--- src/rtl/seq_shifter_if.sv ---
// Request/response bundle for seq_shifter: operand handshake in,
// result handshake out, plus the busy status flag.
interface seq_shifter_if #(
  parameter int WIDTH = 8,
  parameter int NW    = 4
);
  logic             in_valid;
  logic             in_ready;
  logic [WIDTH-1:0] a;
  logic [NW-1:0]    n;
  logic             dir;
  logic [1:0]       mode;
  logic [WIDTH-1:0] y;
  logic             out_valid;
  logic             out_ready;
  logic             busy;

  modport slave (
    input  in_valid, a, n, dir, mode, out_ready,
    output in_ready, y, out_valid, busy
  );

  modport master (
    output in_valid, a, n, dir, mode, out_ready,
    input  in_ready, y, out_valid, busy
  );
endinterface

--- src/rtl/seq_shifter.sv ---
// Multi-cycle shifter: logical / arithmetic / rotate, at most STEP
// positions per clock, one request in flight.
//
// state   | meaning
// --------+-----------------------------------------------
// IDLE    | waiting for a request, in_ready high
// SHIFT   | shifting work register, remaining > 0
// DONE    | result held on y with out_valid until taken
module seq_shifter #(
  parameter int WIDTH = 8,
  parameter int NW    = 4,
  parameter int STEP  = 1
) (
  input  logic         clk,
  input  logic         rst,
  seq_shifter_if.slave bus
);

  localparam logic [1:0] S_IDLE  = 2'd0;
  localparam logic [1:0] S_SHIFT = 2'd1;
  localparam logic [1:0] S_DONE  = 2'd2;

  localparam logic [1:0] M_ARITH = 2'b01;
  localparam logic [1:0] M_ROT   = 2'b10;

  logic [1:0]       state_q, state_d;
  logic [WIDTH-1:0] work_q, work_d;
  logic [NW-1:0]    rem_q, rem_d;
  logic             dir_q, dir_d;
  logic [1:0]       mode_q, mode_d;
  logic             sign_q, sign_d;

  logic [31:0]      n_ext;
  logic [31:0]      eff_full;
  logic [NW-1:0]    eff;
  logic [NW-1:0]    k;
  logic [WIDTH-1:0] shifted;

  // Effective count: rotate wraps, other modes saturate at WIDTH.
  always_comb begin
    n_ext = 32'(bus.n);
    if (bus.mode == M_ROT) begin
      eff_full = n_ext % 32'(WIDTH);
    end else if (n_ext > 32'(WIDTH)) begin
      eff_full = 32'(WIDTH);
    end else begin
      eff_full = n_ext;
    end
    eff = NW'(eff_full);
  end

  // Step size this cycle, then a small mux over the STEP constant shifts
  // instead of a full barrel network.
  always_comb begin
    k       = (32'(rem_q) < 32'(STEP)) ? rem_q : NW'(STEP);
    shifted = work_q;
    for (int i = 1; i <= STEP; i++) begin
      if (32'(k) == 32'(i)) begin
        if (dir_q) begin
          if (mode_q == M_ROT) shifted = (work_q << i) | (work_q >> (WIDTH - i));
          else                 shifted = work_q << i;
        end else if (mode_q == M_ROT) begin
          shifted = (work_q >> i) | (work_q << (WIDTH - i));
        end else if (mode_q == M_ARITH && sign_q) begin
          shifted = (work_q >> i) | ~({WIDTH{1'b1}} >> i);
        end else begin
          shifted = work_q >> i;
        end
      end
    end
  end

  // Next-state logic for the sequencer and datapath registers.
  always_comb begin
    state_d = state_q;
    work_d  = work_q;
    rem_d   = rem_q;
    dir_d   = dir_q;
    mode_d  = mode_q;
    sign_d  = sign_q;
    case (state_q)
      S_IDLE: begin
        if (bus.in_valid) begin
          work_d  = bus.a;
          dir_d   = bus.dir;
          mode_d  = bus.mode;
          sign_d  = bus.a[WIDTH-1];
          rem_d   = eff;
          state_d = (eff != '0) ? S_SHIFT : S_DONE;
        end
      end
      S_SHIFT: begin
        work_d = shifted;
        rem_d  = rem_q - k;
        if (rem_q == k) state_d = S_DONE;
      end
      S_DONE: begin
        if (bus.out_ready) state_d = S_IDLE;
      end
      default: state_d = S_IDLE;
    endcase
  end

  // State registers; reset discards any request in flight.
  always_ff @(posedge clk) begin
    if (rst) begin
      state_q <= S_IDLE;
      work_q  <= '0;
      rem_q   <= '0;
      dir_q   <= 1'b0;
      mode_q  <= 2'b00;
      sign_q  <= 1'b0;
    end else begin
      state_q <= state_d;
      work_q  <= work_d;
      rem_q   <= rem_d;
      dir_q   <= dir_d;
      mode_q  <= mode_d;
      sign_q  <= sign_d;
    end
  end

  assign bus.in_ready  = (state_q == S_IDLE);
  assign bus.out_valid = (state_q == S_DONE);
  assign bus.busy      = (state_q != S_IDLE);
  assign bus.y         = work_q;

endmodule

--- src/flat_wrapper.sv ---
// flat-port wrapper written by rule: the top's interface ports become plain ports
module seq_shifter_flat 
#(
  parameter int WIDTH = 8,
  parameter int NW    = 4,
  parameter int STEP  = 1
)
  (clk, rst, bus_in_valid, bus_a, bus_n, bus_dir, bus_mode, bus_out_ready, bus_in_ready, bus_y, bus_out_valid, bus_busy);
  seq_shifter_if #(.WIDTH(WIDTH), .NW(NW)) bus_i ();
  input  logic clk;
  input  logic rst;
  input wire logic [$bits(bus_i.in_valid)-1:0] bus_in_valid;
  input wire logic [$bits(bus_i.a)-1:0] bus_a;
  input wire logic [$bits(bus_i.n)-1:0] bus_n;
  input wire logic [$bits(bus_i.dir)-1:0] bus_dir;
  input wire logic [$bits(bus_i.mode)-1:0] bus_mode;
  input wire logic [$bits(bus_i.out_ready)-1:0] bus_out_ready;
  output wire logic [$bits(bus_i.in_ready)-1:0] bus_in_ready;
  output wire logic [$bits(bus_i.y)-1:0] bus_y;
  output wire logic [$bits(bus_i.out_valid)-1:0] bus_out_valid;
  output wire logic [$bits(bus_i.busy)-1:0] bus_busy;
  assign bus_i.in_valid = bus_in_valid;
  assign bus_i.a = bus_a;
  assign bus_i.n = bus_n;
  assign bus_i.dir = bus_dir;
  assign bus_i.mode = bus_mode;
  assign bus_i.out_ready = bus_out_ready;
  assign bus_in_ready = bus_i.in_ready;
  assign bus_y = bus_i.y;
  assign bus_out_valid = bus_i.out_valid;
  assign bus_busy = bus_i.busy;
  seq_shifter #(.WIDTH(WIDTH), .NW(NW), .STEP(STEP)) u_core (.clk(clk), .rst(rst), .bus(bus_i));
endmodule
--- config.mk ---
export PLATFORM = sky130hd
export DESIGN_NAME = seq_shifter_flat
export DESIGN_NICKNAME = d
export VERILOG_FILES = /design/src/rtl/seq_shifter_if.sv /design/src/rtl/seq_shifter.sv /design/src/flat_wrapper.sv
export SDC_FILE = /design/constraint.sdc
export NUM_CORES = 1
export LEC_CHECK = 0
export BUFFER_PORTS_ARGS = -buffer_cell sky130_fd_sc_hd__buf_4
export CAP_MARGIN = 10
export CORE_UTILIZATION = 53
export CTS_BUF_LIST = sky130_fd_sc_hd__clkbuf_16
export CTS_CLUSTER_DIAMETER = 60
export DETAILED_ROUTE_END_ITERATION = 7
export GPL_ROUTABILITY_DRIVEN = 0
export PLACE_DENSITY_LB_ADDON = 0.05
export SLEW_MARGIN = 10
export SYNTH_ARGS = -nofsm -noshare
export SYNTH_HDL_FRONTEND = slang
export SYNTH_SLANG_ARGS = --single-unit
--- constraint.sdc ---
create_clock -name clk -period 4.7 [get_ports clk]
set_clock_uncertainty 0.2 [all_clocks]
set_input_delay 0.47 -clock clk [delete_from_list [all_inputs] [get_ports clk]]
set_output_delay 0.47 -clock clk [all_outputs]
set_load 0.01 [all_outputs]
==> results.json <==
{
  "run_status": "finished clean",
  "relSlewSlack_pct": 56.3,
  "max_clock_freq_mhz": 553,
  "final_hold_viol_count": 0,
  "drc": 0,
  "syn_area_um2": 980,
  "layout-drive-gt1-share_pct": 23.6,
  "grt_antenna_before_repair": 0,
  "area.sequential_um2": 360,
  "worstReg2RegStart": "u_core.state_q[0]$_SDFFE_PP0P_",
  "power.density_nw_per_um2": 374,
  "post_synth_fa_ha_maj_area_fraction_pct": 0,
  "clkTransAtPathRegs_ns": 0.05,
  "synth-warning-count": 0,
  "static-leakage-power_nw": 0.486,
  "route.detailed.vias_per_inst": 5.72,
  "initial_utilization_pct": 56.7,
  "detailed_place.area_um2": 1180,
  "synth_top_family_by_area": "compound AO/OA/AOI/OAI gates",
  "timing.setup.tns_ns": 0,
  "drtAntennaViolNets": 0,
  "std_cell_rows": 15,
  "min-delay-start": "u_core.sign_q$_SDFFE_PP0P_",
  "clock-root-buffer": "clkbuf_16",
  "period_minus_ws_final_ns": 1.81,
  "chain_of_cells_forming_the_critical_path": "nand2b_1 -> o21ai_1 -> nor2_1 -> a211oi_1",
  "detail_route.iter0.violations": 15,
  "vias_in_the_first_global_route": 887,
  "timing.critical_path.fanout_max": 10,
  "complex_gate_fraction_of_the_synthesized_area_pct": 27.5,
  "ctsHoldBuffers": 0,
  "port_buffers": 29,
  "final_net_count": 169,
  "horizontal_extent_of_the_die_um": 45.0,
  "vias": 990,
  "yosys.cell_types.count": 34,
  "timing.hold.worst.class": "register to register",
  "gr_util_all_layers_pct": 24.3,
  "cap_violations": 0,
  "critPathCaptureType": "register",
  "setup_viol": 0,
  "synth_edf_count": 0,
  "design_area_um2": 1250,
  "area_used_by_multi_input_combinational_logic_um2": 553,
  "yosys.area_share.simple_pct": 22.9,
  "worstPathRequired_ns": 4.65,
  "antenna_cells_inserted": 0,
  "r2r_cells": 4,
  "ys_seq_elements": 18,
  "floorplan.core_area_um2": 1730,
  "cts-root-to-sink-buffers": 2,
  "grt-busiest-layer": "met2",
  "cts_repair_resize_count": 0,
  "yosys.area_share.xor_xnor_pct": 0,
  "layout-area-overhead-vs-synth_pct": 27.8,
  "postCtsSetupBuffers": 0,
  "maxSlewViolCount": 0,
  "setup.worst_path.class": "register to register",
  "post_synth_inst_count": 125,
  "grt_remaining_overflow": 0,
  "syn-mean-instance-area_um2": 7.84,
  "io_pins": 30,
  "routed_wl_um": 2230,
  "dp.final_hpwl_um": 1610,
  "crit_path_start_kind": "register",
  "ff2ff_setup_slack_ns": 2.89,
  "tritoncts": "done",
  "cts_num_sinks": 18,
  "tightestPinTransition_ns": 0.639,
  "detailedRoute.firstPassIterationCount": 4,
  "wire_length_per_cell_um": 12.9,
  "power.ir.vdd_worst_v": 0.000250,
  "post_synth_mux_area_share_pct": 6.13,
  "die_area_um2": 2020,
  "tritoncts.num_buffers": 3,
  "min_period_over_period_pct": 38.5,
  "fillerInstances": 150,
  "synthFlopType": "dfxtp_1",
  "r2r_end": "u_core.bus.y[7]$_SDFFE_PP0P_",
  "grtUsageMet3_pct": 4.40,
  "crit_slowest_cell": "o21ai_1",
  "htree_levels": 1,
  "max_stage_delay_ns": 0.48,
  "async_reset_ff_share_pct": 0,
  "synth_sequential_area_ratio_pct": 36.8,
  "endpoint": "u_core.bus.y[7]$_SDFFE_PP0P_",
  "synth.net_count": 144,
  "die_h_um": 45.0,
  "grt_setup_unrepaired": "false",
  "grt_start_max_net_pins": 19,
  "worst_skew_pair.late_latency_ns": 0.25,
  "grt_use_met2_pct": 44.9,
  "grt_first_pass_wirelength_um": 3640,
  "arrival_time_worst_endpoint_ns": 1.76,
  "global_routing_met1_resource_utilization_pct": 25.9,
  "crit_start": "u_core.state_q[0]$_SDFFE_PP0P_"
}
## cells by family after synthesis
group | Yosys count
buf+inv | 13
compound gates | 41
simple gates | 47
flops | 18
mux | 6
## layer usage
metal / wire, um / vias up
met2: 1120 / 33
met5: 0 / -
met3: 105 / 6
met4: 50 / 0
li1: - / 493
met1: 951 / 458
## power by group
group | total (mW) | switching [mW] | internal, mW | leakage, nW
Sequential | 0.189 | 0.0200 | 0.169 | 0.148
Combinational | 0.113 | 0.0583 | 0.0544 | 0.301
Clock | 0.167 | 0.0548 | 0.112 | 0.0370
## Yosys cell counts, drive strengths merged (2+ instances only)
| cell type | count | area share (%) |
|---|---|---|
| mux2i | 6 | 6.1 |
| nand2b | 2 | 1.3 |
| a21oi | 16 | 8.6 |
| o21ai | 3 | 1.5 |
| nor3 | 2 | 1.0 |
| nor2b | 2 | 1.3 |
| buf | 6 | 4.1 |
| nor2 | 6 | 2.3 |
| a31oi | 2 | 1.3 |
| o211ai | 9 | 6.9 |
| nand2 | 25 | 9.6 |
| a211oi | 5 | 3.8 |
| nor4 | 2 | 1.3 |
| inv | 4 | 1.5 |
| clkbuf | 3 | 1.1 |
| or3b | 2 | 1.8 |
| dfxtp | 18 | 37 |
## worst min path at each step
stage	end	slack (ns)	cells past startpoint
after detailed placement	u_core.sign_q$_SDFFE_PP0P_	0.26	2
final	u_core.sign_q$_SDFFE_PP0P_	0.26	2
after CTS	u_core.sign_q$_SDFFE_PP0P_	0.26	2
after floorplan	u_core.sign_q$_SDFFE_PP0P_	0.24	2
after global routing	u_core.dir_q$_SDFFE_PP0P_	0.29	3
after global placement	u_core.sign_q$_SDFFE_PP0P_	0.25	2
## registers in the layout, indices dropped and copies added (netlist names)
name and cells:
u_core.bus.y 8, u_core.dir_q 1, u_core.mode_q 2, u_core.rem_q 4, u_core.sign_q 1, u_core.state_q 2
## through the flow
stage | utilization (%) | instances | hold slack, ns | setup slack, ns | power, mW
CTS | 72.5 | 173 | 0.262 | 2.89 | 0.472
floorplan | - | 125 | 0.237 | 2.92 | 0.265
detailed placement | 68.2 | 170 | 0.255 | 2.69 | 0.304
finish | 72.5 | 173 | 0.262 | 2.89 | 0.469
global route | 72.5 | 173 | 0.286 | 2.76 | 0.492
global placement | 68.2 | 170 | 0.248 | 2.76 | 0.302
## critical path, delay by kind of cell (launching register included)
| family | cells | cell delay (ns) |
|---|---|---|
| AND/OR/NAND/NOR | 2 | 0.35 |
| flip-flops | 1 | 0.43 |
| AO/OA/AOI/OAI | 2 | 0.73 |
## layout make-up
cell class / instances / share of cell area [%]
multi-input combinational: 94 / 44.2
timing repair buffer: 29 / 17.4
sequential: 18 / 28.8
tap: 25 / 2.50
clock buffer: 3 / 5.99
inverter: 4 / 1.20
## placed cells by master, fill, tap and decap left out
cell / Yosys / layout
a2111oi_0: 1 / 1
a211o_1: 1 / 1
a211oi_1: 5 / 5
a21oi_1: 15 / 15
a21oi_2: 1 / 1
a221oi_1: 1 / 1
a311oi_1: 1 / 1
a31oi_1: 2 / 2
and2_1: 1 / 1
and2b_1: 1 / 1
buf_4: 0 / 29
clkbuf_16: 0 / 3
dfxtp_1: 18 / 18
inv_1: 4 / 4
mux2i_1: 6 / 6
nand2_1: 25 / 25
nand2b_1: 2 / 2
nand3_1: 1 / 1
nand3b_1: 1 / 1
nand4b_1: 1 / 1
nor2_1: 6 / 6
nor2b_1: 2 / 2
nor3_1: 2 / 2
nor4_1: 2 / 2
o211ai_1: 9 / 9
o21a_1: 1 / 1
o21ai_0: 2 / 2
o21ai_1: 1 / 1
o21ba_2: 1 / 1
or2b_1: 1 / 1
or3b_1: 1 / 1
or3b_2: 1 / 1
(Power assumes the default switching activity.)
